--- src/rtl/ld_frame_scheduler_pkg.sv ---
// Shared types and constants for the lane-detect frame scheduler.
package ld_pkg;

    typedef enum logic [1:0] {
        IDLE,
        WAIT_SOF,
        STREAM,
        WAIT_RESULT
    } ld_sched_state_t;

    localparam int LD_IMG_WIDTH      = 416;
    localparam int LD_FRAME_ROWS     = 416;
    localparam int LD_TIMEOUT_CYCLES = 2**20;
    localparam int LD_CW             = $clog2(LD_IMG_WIDTH) + 1;

    localparam int ERR_TIMEOUT   = 0;
    localparam int ERR_ROW_LEN   = 1;
    localparam int ERR_EARLY_SOF = 2;
    localparam int ERR_W         = 3;

    typedef struct packed {
        logic [3:0]       lanes;
        logic [3:0]       cur_lane;
        logic [LD_CW-1:0] left;
        logic [LD_CW-1:0] right;
    } ld_result_t;

    function automatic logic [15:0] sat_inc16(input logic [15:0] value);
        return (value == 16'hFFFF) ? value : value + 16'd1;
    endfunction

endpackage

--- src/rtl/ld_frame_scheduler_watchdog.sv ---
// Cycle watchdog for the result wait: counts while run is high, flags the
// last permitted cycle on expired.
module ld_sched_watchdog #(
    parameter int TIMEOUT_CYCLES = 2**20
) (
    input  logic clk,
    input  logic rst_n,
    input  logic clear,
    input  logic run,
    output logic expired
);
    localparam int CNT_W = $clog2(TIMEOUT_CYCLES + 1);
    localparam logic [CNT_W-1:0] LAST = CNT_W'(TIMEOUT_CYCLES - 1);

    logic [CNT_W-1:0] count;

    always_ff @(posedge clk or negedge rst_n) begin
        if (!rst_n) begin
            count <= '0;
        end else if (clear) begin
            count <= '0;
        end else if (run && (count != LAST)) begin
            count <= count + 1'b1;
        end
    end

    assign expired = run && !clear && (count == LAST);

endmodule

--- src/rtl/ld_frame_scheduler.sv ---
// Frame-level sequencer between the camera stream and LD_Wrapper.
// Optional build macro: LD_SCHED_BACKPRESSURE_EN (stall camera while waiting for a result).
module ld_frame_scheduler
    import ld_pkg::*;
#(
    parameter int IMG_WIDTH      = LD_IMG_WIDTH,
    parameter int FRAME_ROWS     = LD_FRAME_ROWS,
    parameter int TIMEOUT_CYCLES = LD_TIMEOUT_CYCLES,
    parameter int CW             = $clog2(IMG_WIDTH) + 1
) (
    input  logic             clk,
    input  logic             rst_n,
    input  logic             enable,
    input  logic             cam_tvalid,
    input  logic             cam_tlast,
    input  logic             cam_tuser,
    output logic             cam_tready,
    output logic             pipe_tvalid,
    output logic             pipe_tlast,
    input  logic             pipe_tready,
    input  logic             ld_valid,
    input  logic [3:0]       ld_lanes,
    input  logic [3:0]       ld_cur_lane,
    input  logic [CW-1:0]    ld_left,
    input  logic [CW-1:0]    ld_right,
    output logic             res_valid,
    output logic [3:0]       res_lanes,
    output logic [3:0]       res_cur_lane,
    output logic [CW-1:0]    res_left,
    output logic [CW-1:0]    res_right,
    output logic             busy,
    output logic [15:0]      frame_count,
    output logic [15:0]      drop_count,
    output logic [ERR_W-1:0] err_flags
);
    localparam int RW = $clog2(FRAME_ROWS + 1);
    localparam logic [CW-1:0] COL_LAST = CW'(IMG_WIDTH - 1);
    localparam logic [RW-1:0] ROW_LAST = RW'(FRAME_ROWS - 1);
`ifdef LD_SCHED_BACKPRESSURE_EN
    localparam bit BACKPRESSURE = 1'b1;
`else
    localparam bit BACKPRESSURE = 1'b0;
`endif

    ld_sched_state_t  state, state_next;
    logic [CW-1:0]    col, col_next, base_col;
    logic [RW-1:0]    row, row_next, base_row;
    logic             pass, ready_int, cam_hs, fwd_hs;
    logic             set_err_row, set_err_sof, set_err_timeout;
    logic             take_result, drop_sof;
    logic             wd_clear, wd_run, wd_expired;
    logic [ERR_W-1:0] err_q;
    ld_result_t       result_q;

    ld_sched_watchdog #(
        .TIMEOUT_CYCLES(TIMEOUT_CYCLES)
    ) u_watchdog (
        .clk    (clk),
        .rst_n  (rst_n),
        .clear  (wd_clear),
        .run    (wd_run),
        .expired(wd_expired)
    );

    // Gating and beat accounting; the SOF beat counts from col/row 0.
    always_comb begin
        state_next      = state;
        pass            = 1'b0;
        ready_int       = 1'b1;
        col_next        = col;
        row_next        = row;
        set_err_row     = 1'b0;
        set_err_sof     = 1'b0;
        set_err_timeout = 1'b0;
        take_result     = 1'b0;
        drop_sof        = 1'b0;
        wd_run          = (state == WAIT_RESULT);
        wd_clear        = (state != WAIT_RESULT);

        case (state)
            IDLE: begin
                if (enable) state_next = WAIT_SOF;
            end
            WAIT_SOF: begin
                if (!enable)        state_next = IDLE;
                else if (cam_tuser) pass = 1'b1;
            end
            STREAM: begin
                pass = 1'b1;
            end
            WAIT_RESULT: begin
                ready_int = !BACKPRESSURE;
            end
            default: state_next = IDLE;
        endcase

        if (pass) ready_int = pipe_tready;
        cam_hs   = cam_tvalid && ready_int;
        fwd_hs   = pass && cam_hs;
        base_col = (state == STREAM) ? col : '0;
        base_row = (state == STREAM) ? row : '0;

        if (fwd_hs) begin
            set_err_sof = (state == STREAM) && cam_tuser;
            state_next  = STREAM;
            if (cam_tlast) begin
                col_next    = '0;
                row_next    = base_row + 1'b1;
                set_err_row = (base_col != COL_LAST);
                if (base_row == ROW_LAST) state_next = WAIT_RESULT;
            end else begin
                col_next = base_col + 1'b1;
                row_next = base_row;
            end
        end

        if (state == WAIT_RESULT) begin
            drop_sof = !BACKPRESSURE && cam_hs && cam_tuser;
            if (ld_valid) begin
                take_result = 1'b1;
                state_next  = enable ? WAIT_SOF : IDLE;
            end else if (wd_expired) begin
                set_err_timeout = 1'b1;
                state_next      = WAIT_SOF;
            end
        end
    end

    always_ff @(posedge clk or negedge rst_n) begin
        if (!rst_n) begin
            state <= IDLE;
            col   <= '0;
            row   <= '0;
        end else begin
            state <= state_next;
            col   <= col_next;
            row   <= row_next;
        end
    end

    always_ff @(posedge clk or negedge rst_n) begin
        if (!rst_n) begin
            err_q       <= '0;
            result_q    <= '0;
            res_valid   <= 1'b0;
            frame_count <= '0;
            drop_count  <= '0;
        end else begin
            err_q[ERR_TIMEOUT]   <= err_q[ERR_TIMEOUT]   | set_err_timeout;
            err_q[ERR_ROW_LEN]   <= err_q[ERR_ROW_LEN]   | set_err_row;
            err_q[ERR_EARLY_SOF] <= err_q[ERR_EARLY_SOF] | set_err_sof;
            res_valid            <= take_result;
            if (take_result) begin
                result_q.lanes    <= ld_lanes;
                result_q.cur_lane <= ld_cur_lane;
                result_q.left     <= LD_CW'(ld_left);
                result_q.right    <= LD_CW'(ld_right);
                frame_count       <= frame_count + 16'd1;
            end
            if (drop_sof) drop_count <= sat_inc16(drop_count);
        end
    end

    // Camera sees no ready while the block is held in reset.
    assign cam_tready   = ready_int && rst_n;
    assign pipe_tvalid  = pass && cam_tvalid;
    assign pipe_tlast   = pass && cam_tlast;
    assign busy         = (state == STREAM) || (state == WAIT_RESULT);
    assign err_flags    = err_q;
    assign res_lanes    = result_q.lanes;
    assign res_cur_lane = result_q.cur_lane;
    assign res_left     = CW'(result_q.left);
    assign res_right    = CW'(result_q.right);

endmodule
--- config.mk ---
export PLATFORM = sky130hd
export DESIGN_NAME = ld_frame_scheduler
export DESIGN_NICKNAME = d
export VERILOG_FILES = /design/src/rtl/ld_frame_scheduler_pkg.sv /design/src/rtl/ld_frame_scheduler_watchdog.sv /design/src/rtl/ld_frame_scheduler.sv
export SDC_FILE = /design/constraint.sdc
export NUM_CORES = 1
export LEC_CHECK = 0
export CAP_MARGIN = 20
export CORE_MARGIN = 1.5
export CORE_UTILIZATION = 48
export CTS_BUF_LIST = sky130_fd_sc_hd__clkbuf_4
export CTS_CLUSTER_DIAMETER = 150
export CTS_CLUSTER_SIZE = 40
export DETAILED_ROUTE_END_ITERATION = 8
export PLACE_DENSITY = 0.78
export RECOVER_POWER = 100
export SLEW_MARGIN = 20
export SYNTH_ARGS = -nofsm -noshare
export SYNTH_HDL_FRONTEND = slang
export SYNTH_HIERARCHICAL = 1
export SYNTH_SLANG_ARGS = --single-unit
export TNS_END_PERCENT = 5
--- constraint.sdc ---
create_clock -name clk -period 2.35 [get_ports clk]
set_input_delay 0.705 -clock clk [delete_from_list [all_inputs] [get_ports clk]]
set_output_delay 0.705 -clock clk [all_outputs]
set_load 0.02 [all_outputs]
==> flow_summary_export.csv <==
group,metric,value,unit
grt,grt_antenna_before_repair,0,
timing,finalCritPeriodShare,1.06,
clock_tree,cts_hold_buffers,0,
synthesis,synth.top_cells.by_area,"dfrtp_1 (51%), nand2_1 (9.9%), xor2_1 (3.9%), nand3_1 (3.2%), nor2_1 (2.7%)",
setup_path,required,1.64,ns
power_and_ir_drop,power.density_cell_area,637,nW/µm²
clock_tree,numClockSinks,106,
status,outcome,"complete, but fails checks",
power_and_ir_drop,pwr-share-comb,0.270,
synthesis,netlist_area,5220,µm²
place,place_inst,805,
final_layout,nets,730,
synthesis,synth_compound_area_frac,0.0981,
synthesis,synth_top_family_by_area,"simple AND/OR/NAND/NOR gates",
final_layout,n_antenna_cell,0,
floorplan,fp.coreArea,10400,µm²
synthesis,synth_fp_nets,598,
floorplan,start_util,0.501,
synthesis,synthArstFlopShare,1.00,
timing,tightest_slew,1.19,ns
grt,first_global_vias,4523,
floorplan,die-width,107,µm
setup_path,crit_fanout,4,
floorplan,num_io_pins,104,
routing,dr_total_vias,4526,
synthesis,synthFlopType,"dfrtp_1",
place,dpl.hpwl,8920,µm
final_layout,multi_input_area,2480,µm²
synthesis,synth.distinct_cells,55,
clock_tree,root_buffer,"clkbuf_4",
clock_tree,worstSkewPairLatency,0.47,ns
final_layout,drive_above_1_share,0.113,
clock_tree,cts_buffers,9,
synthesis,ys_top_cells_by_count,"nand2_1 (138), dfrtp_1 (106), nor2_1 (37)",
power_and_ir_drop,power,4290,µW
setup_path,worstSetupEndpointType,"output pin",
power_and_ir_drop,switching_share,0.341,
floorplan,rows,37,
timing,timing.hold.ws,0.489,ns
synthesis,synthSimpleGateAreaFrac,0.274,
final_layout,stdcell_count,825,
timing,drv_slew,0,
synthesis,avgSynthCellArea,9.45,µm²
clock_tree,cts.reportedPaths.clkPinSlew,0.19,ns
power_and_ir_drop,p_int,2830,µW
clock_tree,htree_num_levels,3,
routing,drcViolationCount,0,
setup_path,worstPathArrival,1.78,ns
final_layout,fill_cells,868,
timing,rsz0062_at_grt,"yes",
synthesis,synthAdderAreaFrac,0.0240,
synthesis,synthMuxAreaShare,0.0120,
power_and_ir_drop,sequentialPowerShare,0.520,
setup_path,start_kind,"flip-flop",
timing,period_needed,2.49,ns
timing,timing.final.ws_setup,-0.138,ns
grt,grt_remaining_overflow,0,
clock_tree,cts_tree,"yes",
synthesis,synth_edf_count,0,
timing,fin_skew,0.0301,ns
routing,ant_nets,0,
floorplan,die_h,107,µm
synthesis,synth_most_common_cell,"nand2_1",
floorplan,dieArea,11500,µm²
power_and_ir_drop,leakage,0.00305,µW
synthesis,synth-seq-area-share,0.509,
synthesis,ys_warn_count,6,
final_layout,final-seq-area,2650,µm²
synthesis,synthCells,552,
grt,grt_use_total,0.226,
power_and_ir_drop,power.clock.fraction,0.210,
flow_run,cap_viol_max_count,0,
min_path,holdCritPathClass,"flip-flop to flip-flop",
final_layout,syn_to_final_growth,29.1,%
final_layout,post-route-cell-area,6730,µm²
power_and_ir_drop,switching_power,1460,µW
timing,hold_viol,0,
synthesis,post-synth-top-area-fraction,0.509,
routing,via_per_inst,5.49,
timing,setup-tns-final,-0.456,ns
place,placed_area,6580,µm²
status,violations,"setup timing",
timing,fmax,402,MHz
grt,grt_max_degree,60,
timing,setup_viol,4,
routing,drt_iter0_drc,230,
grt,grt_pass1_wl,20900,µm
clock_tree,cts_buffer_depth,2,
routing,wl_per_cell,15.0,µm
synthesis,synth-xor-area-share,0.0605,
setup_path,worstSetupPathType,"flip-flop to output pin",
synthesis,ys_ff_latch,106,
place,portBuffers,103,
synthesis,synth_top_cell_by_area,"dfrtp_1",
place,gp_congestion,0.839,
routing,wl,12400,µm
routing,detail_route.first_pass.iterations,4,
timing,slew_headroom,0.210,
power_and_ir_drop,ir_drop,0.454,mV
## area by class of cell
type	instances	share of cell area
clock buffer	9	0.0100
inverter	10	0.00558
tap	136	0.0253
timing repair buffer	140	0.187
clock inverter	7	0.00948
sequential	106	0.394
multi-input combinational	417	0.368
## worst max-delay path, cell delays in order, from the launching register on
cell	delay, ns
dfrtp_1	0.44
ha_2	0.21
and3_4	0.15
or2_4	0.24
and3_4	0.18
buf_6	0.12
## power by group through the flow
stage / registers (µW) / clock network (µW) / logic (µW)
finish: 2230 / 899 / 1160
global route: 2270 / 985 / 1260
CTS: 2250 / 933 / 1250
detailed placement: 2280 / 0 / 1230
global placement: 2260 / 0 / 1190
floorplan: 2530 / 0 / 270
## routing by layer
layer / vias to the layer above / GRT usage / routed length (µm)
li1: 2189 / - / -
met3: 14 / 0.0444 / 710
met2: 124 / 0.380 / 6060
met4: 0 / 0.0667 / 163
met1: 2199 / 0.297 / 5450
met5: - / 0 / 0
## stage by stage
step	util	setup WS [ns]
finish	0.646	-0.138
global route	0.646	-0.242
CTS	0.652	-0.183
detailed placement	0.632	-0.846
global placement	0.632	-0.826
floorplan	-	0.0208
## kinds of logic (layout without fill, tap and decap cells)
group	count (synthesis)	after routing
compound gates	72	72
buf+inv	29	166
simple gates	293	293
xor+xnor	36	36
mux	6	6
flops	106	106
fa+ha+maj	10	10
## flip-flops by register name, indices dropped and copies added, names as in the netlist
register and cells:
drop_count 16, err_flags 3, res_lanes 4, res_right 10, u_watchdog/count 21, row 9, state 2, res_left 10
frame_count 16, col 10, res_cur_lane 4, res_valid 1
## what timing repair did
item                       4_1_cts  5_1_grt
pin swaps                        7        9
setup endpoints to repair       16       32
cloned                           0        0
buffers inserted                 4        0
gates resized for setup         40       14
## placed cells by master (no fill, tap or decap), types with 11 or more instances in the layout
master,count
nand2_1,137
dfrtp_1,105
clkdlybuf4s50_1,62
nor2_1,36
nand3_1,33
dlygate4sd3_1,31
xor2_1,23
buf_4,21
a21oi_1,16
nand4_1,15
o21ai_0,14
nor3_1,13
xnor2_1,13
clkbuf_1,11
## path summary, 6_finish.rpt
kind | cells after the start | endpoint | slack (ns) | startpoint
setup / recovery | 5 | pipe_tlast | -0.14 | state[0]
hold / removal | 1 | frame_count[15] | 0.49 | frame_count[15]
setup reg to reg | 9 | drop_count[12] | 0.03 | state[0]
hold reg to reg | 1 | frame_count[15] | 0.49 | frame_count[15]
max in group asynchronous | 3 | u_watchdog/count[12] | 0.39 | rst_n
min in group asynchronous | 2 | res_left[9] | 0.56 | rst_n
Note: power is estimated with default switching activity, not from simulation.
